**config.mk**
```make
export PLATFORM = sky130hd
export DESIGN_NAME = video_capture_axis
export DESIGN_NICKNAME = d
export VERILOG_FILES = /design/src/rtl/video_capture_pkg.sv /design/src/rtl/video_capture_axis_sync_fifo.sv /design/src/rtl/video_capture_axis.sv
export SDC_FILE = /design/constraint.sdc
export NUM_CORES = 1
export LEC_CHECK = 0
export BUFFER_PORTS_ARGS = -buffer_cell sky130_fd_sc_hd__buf_4
export CORE_ASPECT_RATIO = 0.5
export CORE_UTILIZATION = 25
export CTS_CLUSTER_DIAMETER = 150
export CTS_CLUSTER_SIZE = 8
export DETAILED_ROUTE_END_ITERATION = 8
export HOLD_SLACK_MARGIN = 0.15
export MAX_ROUTING_LAYER = met4
export PLACE_DENSITY = 0.36
export SYNTH_ARGS = -nofsm -noshare
export SYNTH_HDL_FRONTEND = slang
export SYNTH_SLANG_ARGS = --single-unit
```
**constraint.sdc**
```tcl
create_clock -name piexl_clk -period 3.2 [get_ports piexl_clk]
set_clock_uncertainty 0.15 [all_clocks]
set_input_delay 0.48 -clock piexl_clk [delete_from_list [all_inputs] [get_ports piexl_clk]]
set_output_delay 0.48 -clock piexl_clk [all_outputs]
set_load 0.01 [all_outputs]
```
**src/rtl/video_capture_pkg.sv**
```systemverilog
// Shared types and widths for the video_capture_axis front end.
// FIFO word layout is {tuser, tlast, tdata}.
package video_capture_pkg;

  typedef enum logic [1:0] {
    StIdle,
    StWaitLine,
    StActive,
    StDrop
  } cap_state_e;

  localparam int unsigned CNT_W = 12;
  localparam int unsigned FRM_W = 16;
  localparam int unsigned SB_W  = 2;

  function automatic int unsigned word_w(input int unsigned data_w);
    return data_w + SB_W;
  endfunction

endpackage

```
**src/rtl/video_capture_axis_sync_fifo.sv**
```systemverilog
// Single-clock first-word-fall-through FIFO with async-reset pointers.
// A write while full succeeds when a read frees a slot in the same cycle.
module axis_sync_fifo #(
  parameter int unsigned WIDTH = 12,
  parameter int unsigned DEPTH = 16
) (
  input  logic             i_clk,
  input  logic             i_rst,
  input  logic             i_wr_en,
  input  logic [WIDTH-1:0] i_wr_data,
  output logic             o_full,
  input  logic             i_rd_en,
  output logic [WIDTH-1:0] o_rd_data,
  output logic             o_empty
);

  localparam int unsigned AW = $clog2(DEPTH);

  logic [WIDTH-1:0] r_mem [DEPTH];
  logic [AW:0]      r_wptr;
  logic [AW:0]      r_rptr;
  logic             w_wr;
  logic             w_rd;

  assign o_empty   = (r_wptr == r_rptr);
  assign o_full    = (r_wptr[AW] != r_rptr[AW]) && (r_wptr[AW-1:0] == r_rptr[AW-1:0]);
  assign w_rd      = i_rd_en && !o_empty;
  assign w_wr      = i_wr_en && (!o_full || w_rd);
  assign o_rd_data = r_mem[r_rptr[AW-1:0]];

  always_ff @(posedge i_clk or posedge i_rst) begin
    if (i_rst) begin
      r_wptr <= '0;
      r_rptr <= '0;
    end else begin
      if (w_wr) r_wptr <= r_wptr + 1'b1;
      if (w_rd) r_rptr <= r_rptr + 1'b1;
    end
  end

  always_ff @(posedge i_clk) begin
    if (w_wr) r_mem[r_wptr[AW-1:0]] <= i_wr_data;
  end

endmodule

```
**src/rtl/video_capture_axis.sv**
```systemverilog
// DVP (href/vsync/data) to AXI4-Stream capture with FIFO back-pressure and error flags.
// Define CAPTURE_TPG_EN to add tpg_sel, which replaces pixels with the column count.
module video_capture_axis
  import video_capture_pkg::*;
#(
  parameter int unsigned DATA_WIDTH = 10,
  parameter int unsigned IMG_WIDTH  = 640,
  parameter int unsigned IMG_HEIGHT = 480,
  parameter int unsigned FIFO_DEPTH = 16,
  parameter bit          VSYNC_POL  = 1'b1,
  parameter bit          HREF_POL   = 1'b1
) (
  input  logic                  piexl_clk,
  input  logic                  rst,
  input  logic                  href,
  input  logic                  vsync,
  input  logic [DATA_WIDTH-1:0] data_in,
  input  logic                  enable,
`ifdef CAPTURE_TPG_EN
  input  logic                  tpg_sel,
`endif
  output logic [DATA_WIDTH-1:0] m_axis_tdata,
  output logic                  m_axis_tvalid,
  input  logic                  m_axis_tready,
  output logic                  m_axis_tuser,
  output logic                  m_axis_tlast,
  output logic                  overflow,
  output logic                  line_err,
  output logic [FRM_W-1:0]      frame_cnt,
  input  logic                  clr_status
);

  localparam int unsigned WORD_W = word_w(DATA_WIDTH);

  cap_state_e            r_state, w_state_d;
  logic                  r_href, r_vsync, r_vsync_q;
  logic [DATA_WIDTH-1:0] r_data;
  logic [CNT_W-1:0]      r_pix_cnt, r_line_cnt;
  logic [FRM_W-1:0]      r_frame_cnt;
  logic                  r_hold_vld, r_hold_last;
  logic [DATA_WIDTH-1:0] r_hold_data;
  logic                  r_sof, r_ovf, r_lerr;

  logic                  w_vs_edge, w_in_line, w_accept, w_keep, w_extra;
  logic                  w_line_end, w_short, w_wr_last, w_ovf, w_wr_ok;
  logic                  w_full, w_empty, w_rd, w_frame_done;
  logic [DATA_WIDTH-1:0] w_pix;
  logic [WORD_W-1:0]     w_wr_word, w_rd_word;

  assign w_vs_edge    = r_vsync && !r_vsync_q;
  assign w_in_line    = (r_state == StWaitLine) || (r_state == StActive);
  assign w_accept     = w_in_line && r_href && !w_vs_edge;
  assign w_keep       = w_accept && (r_pix_cnt < CNT_W'(IMG_WIDTH));
  assign w_extra      = w_accept && !w_keep;
  assign w_line_end   = (r_state == StActive) && !r_href;
  assign w_short      = w_line_end && (r_pix_cnt != CNT_W'(IMG_WIDTH));
  // The held pixel is the last of its line if its count says so or href just dropped.
  assign w_wr_last    = r_hold_last || w_line_end;
  assign w_rd         = !w_empty && m_axis_tready;
  assign w_ovf        = r_hold_vld && w_full && !w_rd;
  assign w_wr_ok      = r_hold_vld && !w_ovf;
  assign w_frame_done = w_vs_edge && w_in_line && (r_line_cnt == CNT_W'(IMG_HEIGHT));
  assign w_wr_word    = {r_sof, w_wr_last, r_hold_data};

`ifdef CAPTURE_TPG_EN
  assign w_pix = tpg_sel ? DATA_WIDTH'(r_pix_cnt) : r_data;
`else
  assign w_pix = r_data;
`endif

  always_comb begin
    w_state_d = r_state;
    case (r_state)
      StIdle:     if (w_vs_edge && enable) w_state_d = StWaitLine;
      StWaitLine: begin
        if (w_vs_edge)   w_state_d = enable ? StWaitLine : StIdle;
        else if (r_href) w_state_d = StActive;
      end
      StActive: begin
        if (w_vs_edge)    w_state_d = enable ? StWaitLine : StIdle;
        else if (!r_href) w_state_d = StWaitLine;
      end
      StDrop:     if (w_vs_edge) w_state_d = enable ? StWaitLine : StIdle;
      default:    w_state_d = StIdle;
    endcase
    if (w_ovf) w_state_d = StDrop;
  end

  always_ff @(posedge piexl_clk or posedge rst) begin
    if (rst) begin
      r_state     <= StIdle;
      r_href      <= 1'b0;
      r_vsync     <= 1'b0;
      r_vsync_q   <= 1'b0;
      r_data      <= '0;
      r_pix_cnt   <= '0;
      r_line_cnt  <= '0;
      r_frame_cnt <= '0;
      r_hold_vld  <= 1'b0;
      r_hold_last <= 1'b0;
      r_hold_data <= '0;
      r_sof       <= 1'b0;
      r_ovf       <= 1'b0;
      r_lerr      <= 1'b0;
    end else begin
      r_state     <= w_state_d;
      r_href      <= (href == HREF_POL);
      r_vsync     <= (vsync == VSYNC_POL);
      r_vsync_q   <= r_vsync;
      r_data      <= data_in;
      // Saturates at IMG_WIDTH so over-long lines keep being rejected.
      if (w_keep)         r_pix_cnt <= r_pix_cnt + 1'b1;
      else if (!w_accept) r_pix_cnt <= '0;
      if (w_vs_edge)       r_line_cnt <= '0;
      else if (w_line_end) r_line_cnt <= r_line_cnt + 1'b1;
      if (w_frame_done) r_frame_cnt <= r_frame_cnt + 1'b1;
      r_hold_vld  <= w_keep && !w_ovf;
      r_hold_last <= (r_pix_cnt == CNT_W'(IMG_WIDTH - 1));
      r_hold_data <= w_pix;
      if (w_vs_edge)    r_sof <= 1'b1;
      else if (w_wr_ok) r_sof <= 1'b0;
      r_ovf  <= w_ovf || (r_ovf && !clr_status);
      r_lerr <= w_extra || w_short || (r_lerr && !clr_status);
    end
  end

  axis_sync_fifo #(
    .WIDTH (WORD_W),
    .DEPTH (FIFO_DEPTH)
  ) u_fifo (
    .i_clk     (piexl_clk),
    .i_rst     (rst),
    .i_wr_en   (w_wr_ok),
    .i_wr_data (w_wr_word),
    .o_full    (w_full),
    .i_rd_en   (m_axis_tready),
    .o_rd_data (w_rd_word),
    .o_empty   (w_empty)
  );

  always_comb begin
    m_axis_tvalid = !w_empty;
    {m_axis_tuser, m_axis_tlast, m_axis_tdata} = w_empty ? '0 : w_rd_word;
  end

  assign overflow  = r_ovf;
  assign line_err  = r_lerr;
  assign frame_cnt = r_frame_cnt;

endmodule

```
Word level (Yosys, flattened, before mapping)
Memories as Yosys holds them, arrays and structs flattened. Index checks and enable logic that the tools add are counted.

Magnitude comparators: 1. $add $sub $neg: 5. Reduce and logical (&&, ||, !) cells: 38. Multiplexer cells: 18. Eq/ne operators: 14.

Operators by type and width (number): $mux W12 (5); $add A12 B1 Y12 const B (2); $logic_and A1 B1 Y1 (19); $add A16 B1 Y16 const B (1); $mux W2 (7); $eq A12 B10 Y1 const B (1); $eq A12 B9 Y1 const B (1); $lt A12 B10 Y1 const B (1); $ne A12 B10 Y1 const B (1); $add A5 B1 Y5 const B (2); $logic_not A1 Y1 (9); $ne A4 B4 Y1 const B (2); $pmux W2 S4 (1); $logic_or A1 B1 Y1 (6); $ne A3 B3 Y1 const B (2); $eq A5 B5 Y1 (1); $mux W1 (5); $eq A2 B2 Y1 const B (2); $eq A4 B4 Y1 (1); $reduce_and A4 Y1 (1); $reduce_bool A2 Y1 (2); $eq A2 B1 Y1 const B (1); $logic_not A2 Y1 (1); $ne A2 B1 Y1 const B (1); $ne A1 B1 Y1 (1).

Input bits: 17. Word-level logic and storage cells: 93. Bits in writable memories: 192. Register bits: 80. Memories kept: 1. Output and inout port bits: 31.

Memories: u_fifo.r_mem (depth 16, bits a word 12, rd ports 1, clocked after memory_dff 0, wr ports 1, RTL line video_capture_axis_sync_fifo.sv:19) `logic [WIDTH-1:0] r_mem [DEPTH];`.

Longest topological paths before layout
Word-level depth: 10. Mapped depth: 7. Gate-level depth less buffers: 6.

Modules after synthesis
A second synthesis with hierarchy kept.

Cell total of the unflattened synthesis: 645. Area total of the unflattened synthesis: 11034.3 µm².

Modules (own cells, without submodules): axis_sync_fifo (area each 7930.1 µm², times used 1, cells an instance 365, sequential area each 6015.8 µm²); video_capture_axis (area each 3104.2 µm², times used 1, cells an instance 280, sequential area each 1751.7 µm²).

Least setup slack after synthesis
OpenSTA, ideal clock, no wires.

Path kind: register to register. Start: reg u_fifo.r_wptr[4]. End: mem u_fifo.r_mem[3][0], enable pin. Clock period less this slack: 2.438 ns. Buffers on the path: 0. Setup time: 0.396 ns. Arrival: 1.891 ns. Slack: 0.762 ns. Data required time: 2.654 ns. Stages on the path, launching flop included: 5. Cell sequence: dfrtp_1 > xnor2_1 > or2_2 > o211ai_2 > nor3_1.

Word-level cells in the longest chain between the ends: 10. Elaborated cells on any way between the ends: 15. Those cells by class: eq/ne (2); mux (2); reduce/logical (11).

RTL lines: start: declaration (RTL line video_capture_axis_sync_fifo.sv:20) `logic [AW:0] r_wptr;`; start signal: assignment (RTL line video_capture_axis_sync_fifo.sv:36) `if (w_wr) r_wptr <= r_wptr + 1'b1;`; $eq A5 B5 Y1 (RTL line video_capture_axis_sync_fifo.sv:25) `assign o_empty = (r_wptr == r_rptr);`; $logic_not A1 Y1 (RTL line video_capture_axis_sync_fifo.sv:27, video_capture_axis.sv:59); $logic_and A1 B1 Y1 (RTL line video_capture_axis_sync_fifo.sv:27, video_capture_axis.sv:59); $logic_not A1 Y1 (RTL line video_capture_axis.sv:60) `assign w_ovf = r_hold_vld && w_full && !w_rd;`; $logic_and A1 B1 Y1 (RTL line video_capture_axis.sv:60); $logic_not A1 Y1 (RTL line video_capture_axis.sv:61) `assign w_wr_ok = r_hold_vld && !w_ovf;`; $logic_and A1 B1 Y1 (RTL line video_capture_axis.sv:61); $logic_and A1 B1 Y1 (*) (RTL line video_capture_axis_sync_fifo.sv:28) `assign w_wr = i_wr_en && (!o_full || w_rd);`; $mux W1 (*) (RTL line video_capture_axis_sync_fifo.sv:42) `if (w_wr) r_mem[r_wptr[AW-1:0]] <= i_wr_data;`; $mux W1 (not written as such) (*) (RTL line video_capture_axis_sync_fifo.sv:42); end: declaration (RTL line video_capture_axis_sync_fifo.sv:19).

Mark *: on every way between the ends. The rest lies on a longest branch, timed or not.

Worst setup path in the final report
Start: reg u_fifo.r_rptr[0]. End: out m_axis_tdata[0].

Word-level cells in the longest chain between the ends: 2. Elaborated cells on any way between the ends: 3. Those cells by class: eq/ne (1); mux (1); memory (1).

RTL lines: start: declaration (RTL line video_capture_axis_sync_fifo.sv:21) `logic [AW:0] r_rptr;`; start signal: assignment (RTL line video_capture_axis_sync_fifo.sv:37) `if (w_rd) r_rptr <= r_rptr + 1'b1;`; $mem_v2 Z16 W12 or $eq A5 B5 Y1 (tied branches); $mux W12 (*) (RTL line video_capture_axis.sv:143) `{m_axis_tuser, m_axis_tlast, m_axis_tdata} = w_empty ? '0 : w_rd_word;`; end: declaration (RTL line video_capture_axis.sv:22) `output logic [DATA_WIDTH-1:0] m_axis_tdata,`.

Marks and branches as above.

==> summary.txt <==
RUN STATUS
-------------------------------------------------------------------------------------------
Outcome                                                                        finished, final reports clean

FLOORPLAN
-------------------------------------------------------------------------------------------
DIE AREA                                                                         44,600 um2
Initial Util                                                                          25.7%
Core region area                                                                 42,500 um2
Die extent in x                                                                      298 um
I/O pins                                                                                 48
Die Y                                                                                150 um
Placement row count                                                                      53

DETAILED ROUTING
-------------------------------------------------------------------------------------------
Final antenna-violating net count                                                         0
Met1 routed wirelength after detailed routing                                       13.3 mm
Total length of routed met2 wires                                                   11.8 mm
Via count                                                                             5,960
Average vias per placed instance                                                       4.40
Pre-Repair DR Iteration Count                                                             4
Highest signal layer in the routed design                                              met4
Number of remaining DRC errors                                                            0
Wirelength per Cell                                                                 20.0 um
Aggregate routed wire length                                                        27.1 mm
Met3 Routed Length                                                                  1.59 mm
Number of design-rule violations left by the first detailed-router iteration            385

CLOCKING
-------------------------------------------------------------------------------------------
CTS Root Buffer Type                                                           sky130_fd_sc_hd__clkbuf_16
Clock tree from TritonCTS                                                               yes
Maximum level of the CTS H-tree                                                           2
Sink Count                                                                              272
Worst-case clock buffer depth                                                             3
TritonCTS buffer count                                                                   39
Clock-pin slew of the registers on the worst-case setup and hold paths                50 ps
Source-to-sink clock delay at the later pin of the worst-skew pair                   540 ps

PWR
-------------------------------------------------------------------------------------------
Maximum ir drop on the vdd rail                                                    0.367 mV
LEAKAGE                                                                             4.89 nW
Ratio of total power to cell area                                                830 nW/um2

STA
-------------------------------------------------------------------------------------------
Min cycle time layout                                                               3090 ps
Tightest Pin Transition                                                              853 ps
Max_slew headroom                                                                     43.1%
Peak Freq                                                                         0.324 GHz
Hold violation total from the final report                                                0
RSZ-0062 raised after global routing                                                   true
Period utilisation layout                                                             96.5%
Final setup violating endpoints                                                           0
Final slew viol count                                                                     0
TNS Setup                                                                              0 ps

FINISH
-------------------------------------------------------------------------------------------
Design area                                                                      13,500 um2
Most frequent cells in the layout                                              sky130_fd_sc_hd__edfxtp_1 (192), sky130_fd_sc_hd__dfrtp_1 (78), sky130_fd_sc_hd__buf_4 (74)
Area growth from synthesis to layout                                                  23.8%
Commonest non-fill, non-tap cell in the layout                                 sky130_fd_sc_hd__edfxtp_1
Fin nets                                                                                780
Filler cells                                                                          4,123
Layout cells sized above 1                                                            24.3%
Layout Cells excl Fill                                                                1,355

LOGIC SYNTHESIS
-------------------------------------------------------------------------------------------
Post-synthesis instance area                                                     10,900 um2
Async set-reset flop share out of synthesis                                           29.4%
Distinct cell type count of the synthesized netlist                                      55
Synth Area per Inst                                                                17.2 um2
Share of the synthesized area in the top cell type                                    52.8%
Flip-flop cell with the highest count after synthesis                          sky130_fd_sc_hd__edfxtp_1
Synthesis warning total                                                                   0
Cells after synthesis                                                                   637
Count of flip-flops with a built-in enable after synthesis                              192
Flops & latches, synth                                                                  272
Nets in the synthesized netlist                                                         669
Largest area contributor in the synthesized netlist                            sky130_fd_sc_hd__edfxtp_1
Top cells by area in the synthesized netlist                                   sky130_fd_sc_hd__edfxtp_1 (53%), sky130_fd_sc_hd__dfrtp_1 (18%), sky130_fd_sc_hd__mux4_2 (9.9%)
Sequential area share after synthesis                                                 71.1%

GRT
-------------------------------------------------------------------------------------------
Gr usage total                                                                        13.0%
First-pass GRT wire length                                                          41.2 mm
Pin count of the biggest net entering global routing                                     63
Via count of the first global-routing pass                                            6,418
Antenna violations before repair                                                          1
Total congestion overflow after global routing                                            0

PLACEMENT
-------------------------------------------------------------------------------------------
Number of instances in the placed design                                              1,264
Port bufs                                                                                47
Last weighted congestion value of the routability-driven placer                       0.730
Hpwl dp                                                                             15.8 mm
Placed Instance Area                                                             12,200 um2

CRITICAL PATH
-------------------------------------------------------------------------------------------
Required @ worst endpoint                                                           2570 ps
Arrival time of the worst setup path                                                2460 ps
Critical Path Start Type                                                           register
Endpoint class of the critical path                                             output port
Type of the setup path with the least slack                                    register to output port
Largest driver fanout on the critical path                                               13

WORST HOLD PATH
-------------------------------------------------------------------------------------------
Classification of the worst-slack hold path                                    register to register

JOB
-------------------------------------------------------------------------------------------
Max capacitance violation total                                                           0

[critical path: stages, from the launching register on]
cell                        delay [ps]
sky130_fd_sc_hd__dfrtp_4           530
sky130_fd_sc_hd__bufbuf_16         360
sky130_fd_sc_hd__mux4_2            510
sky130_fd_sc_hd__a22oi_1           230
sky130_fd_sc_hd__a21oi_1           120
sky130_fd_sc_hd__buf_4             160
[Yosys cell counts (all sizes together), types with 2 or more instances]
| cell type | n |
|---|---|
| mux4 | 48 |
| mux2i | 2 |
| or3 | 5 |
| mux2 | 3 |
| a21oi | 24 |
| o21a | 2 |
| o211ai | 2 |
| and4 | 4 |
| xnor2 | 19 |
| dfrtp | 80 |
| a211oi | 2 |
| clkbuf | 14 |
| xor2 | 21 |
| nor4 | 6 |
| o21ai | 9 |
| buf | 12 |
| nand2b | 2 |
| a22oi | 24 |
| ha | 15 |
| nor3 | 13 |
| nand2 | 19 |
| or2 | 2 |
| nor2 | 25 |
| and2 | 7 |
| edfxtp | 192 |
| nand4 | 11 |
| nand3 | 16 |
| nor2b | 7 |
| inv | 21 |
| and3 | 15 |
[per-layer routing]
| layer | vias up | GRT usage, % |
|---|---|---|
| li1 | 2715 | - |
| met1 | 3073 | 18.1 |
| met2 | 138 | 19.0 |
| met3 | 34 | 3.12 |
| met4 | 0 | 3.12 |
| met5 | - | - |
[path summary, 6_finish.rpt]
check	cells past startpoint	slack [ps]	startpoint	end
max	5	110	u_fifo.r_rptr[0]	m_axis_tdata[0]
min	0	200	r_data[0]	r_hold_data[0]
max reg2reg	6	650	u_fifo.r_rptr[0]	u_fifo.r_mem[12][3]
min reg2reg	0	200	r_data[0]	r_hold_data[0]
max in group asynchronous	4	1640	rst	r_hold_data[3]
min in group asynchronous	3	530	rst	r_pix_cnt[0]
[layout make-up]
class	count	area, um2	area share [%]
sequential	272	7770	57.5
multi-input combinational	318	2960	21.9
clock buffer	67	1080	7.99
timing repair buffer	96	856	6.33
tap	577	722	5.34
inverter	21	81.3	0.601
clock inverter	3	48.8	0.361
antenna	1	2.50	0.0185
[report_power, final]
part,switching (mW),internal [mW],leakage (nW)
registers,0.261,4.09,2.76
logic,1.57,1.45,1.59
clock network,1.55,2.30,0.538
total,3.38,7.84,4.89
[registers in the layout, summed over array words and instances, names as in the netlist]
signal,flops
u_fifo.r_wptr,5
overflow,1
r_data,10
u_fifo.r_mem,192
r_sof,1
r_hold_data,10
r_vsync_q,1
r_pix_cnt,12
r_vsync,1
r_hold_vld,1
r_line_cnt,12
r_href,1
r_hold_last,1
line_err,1
frame_cnt,16
u_fifo.r_rptr,5
r_state,2
[repair_timing]
| item | CTS | global route |
|---|---|---|
| buffers inserted | 1 | 2 |
| gates resized for setup | 1 | 1 |
| endpoints found under the setup margin | 7 | 5 |
| hold endpoints to repair | 76 | 0 |
| cloned | 1 | 0 |
| hold buffers | 16 | 0 |
[cell families after synthesis]
| logic type | Yosys count | synth area share, % |
|---|---|---|
| buffers and inverters | 47 | 1.91 |
| adder cells (fa/ha/maj) | 15 | 1.72 |
| XOR/XNOR | 40 | 3.21 |
| AND/OR/NAND/NOR | 140 | 7.36 |
| flip-flops | 272 | 71.1 |
| AO/OA/AOI/OAI | 70 | 4.32 |
| multiplexers | 53 | 10.4 |
[stage by stage]
| stage | util, % | hold slack [ps] | total power [mW] | worst slack, ps |
|---|---|---|---|---|
| 3_3_place_gp | 28.6 | 183 | 7.40 | 496 |
| 3_5_place_dp | 28.6 | 187 | 7.40 | 488 |
| 2_1_floorplan | - | 181 | 6.22 | 518 |
| 4_1_cts | 31.8 | 199 | 11.5 | 35.6 |
| 6_report | 31.8 | 196 | 11.2 | 113 |
| 5_1_grt | 31.8 | 200 | 11.9 | -18.6 |
No activity file was read; power rests on OpenSTA's default activity.
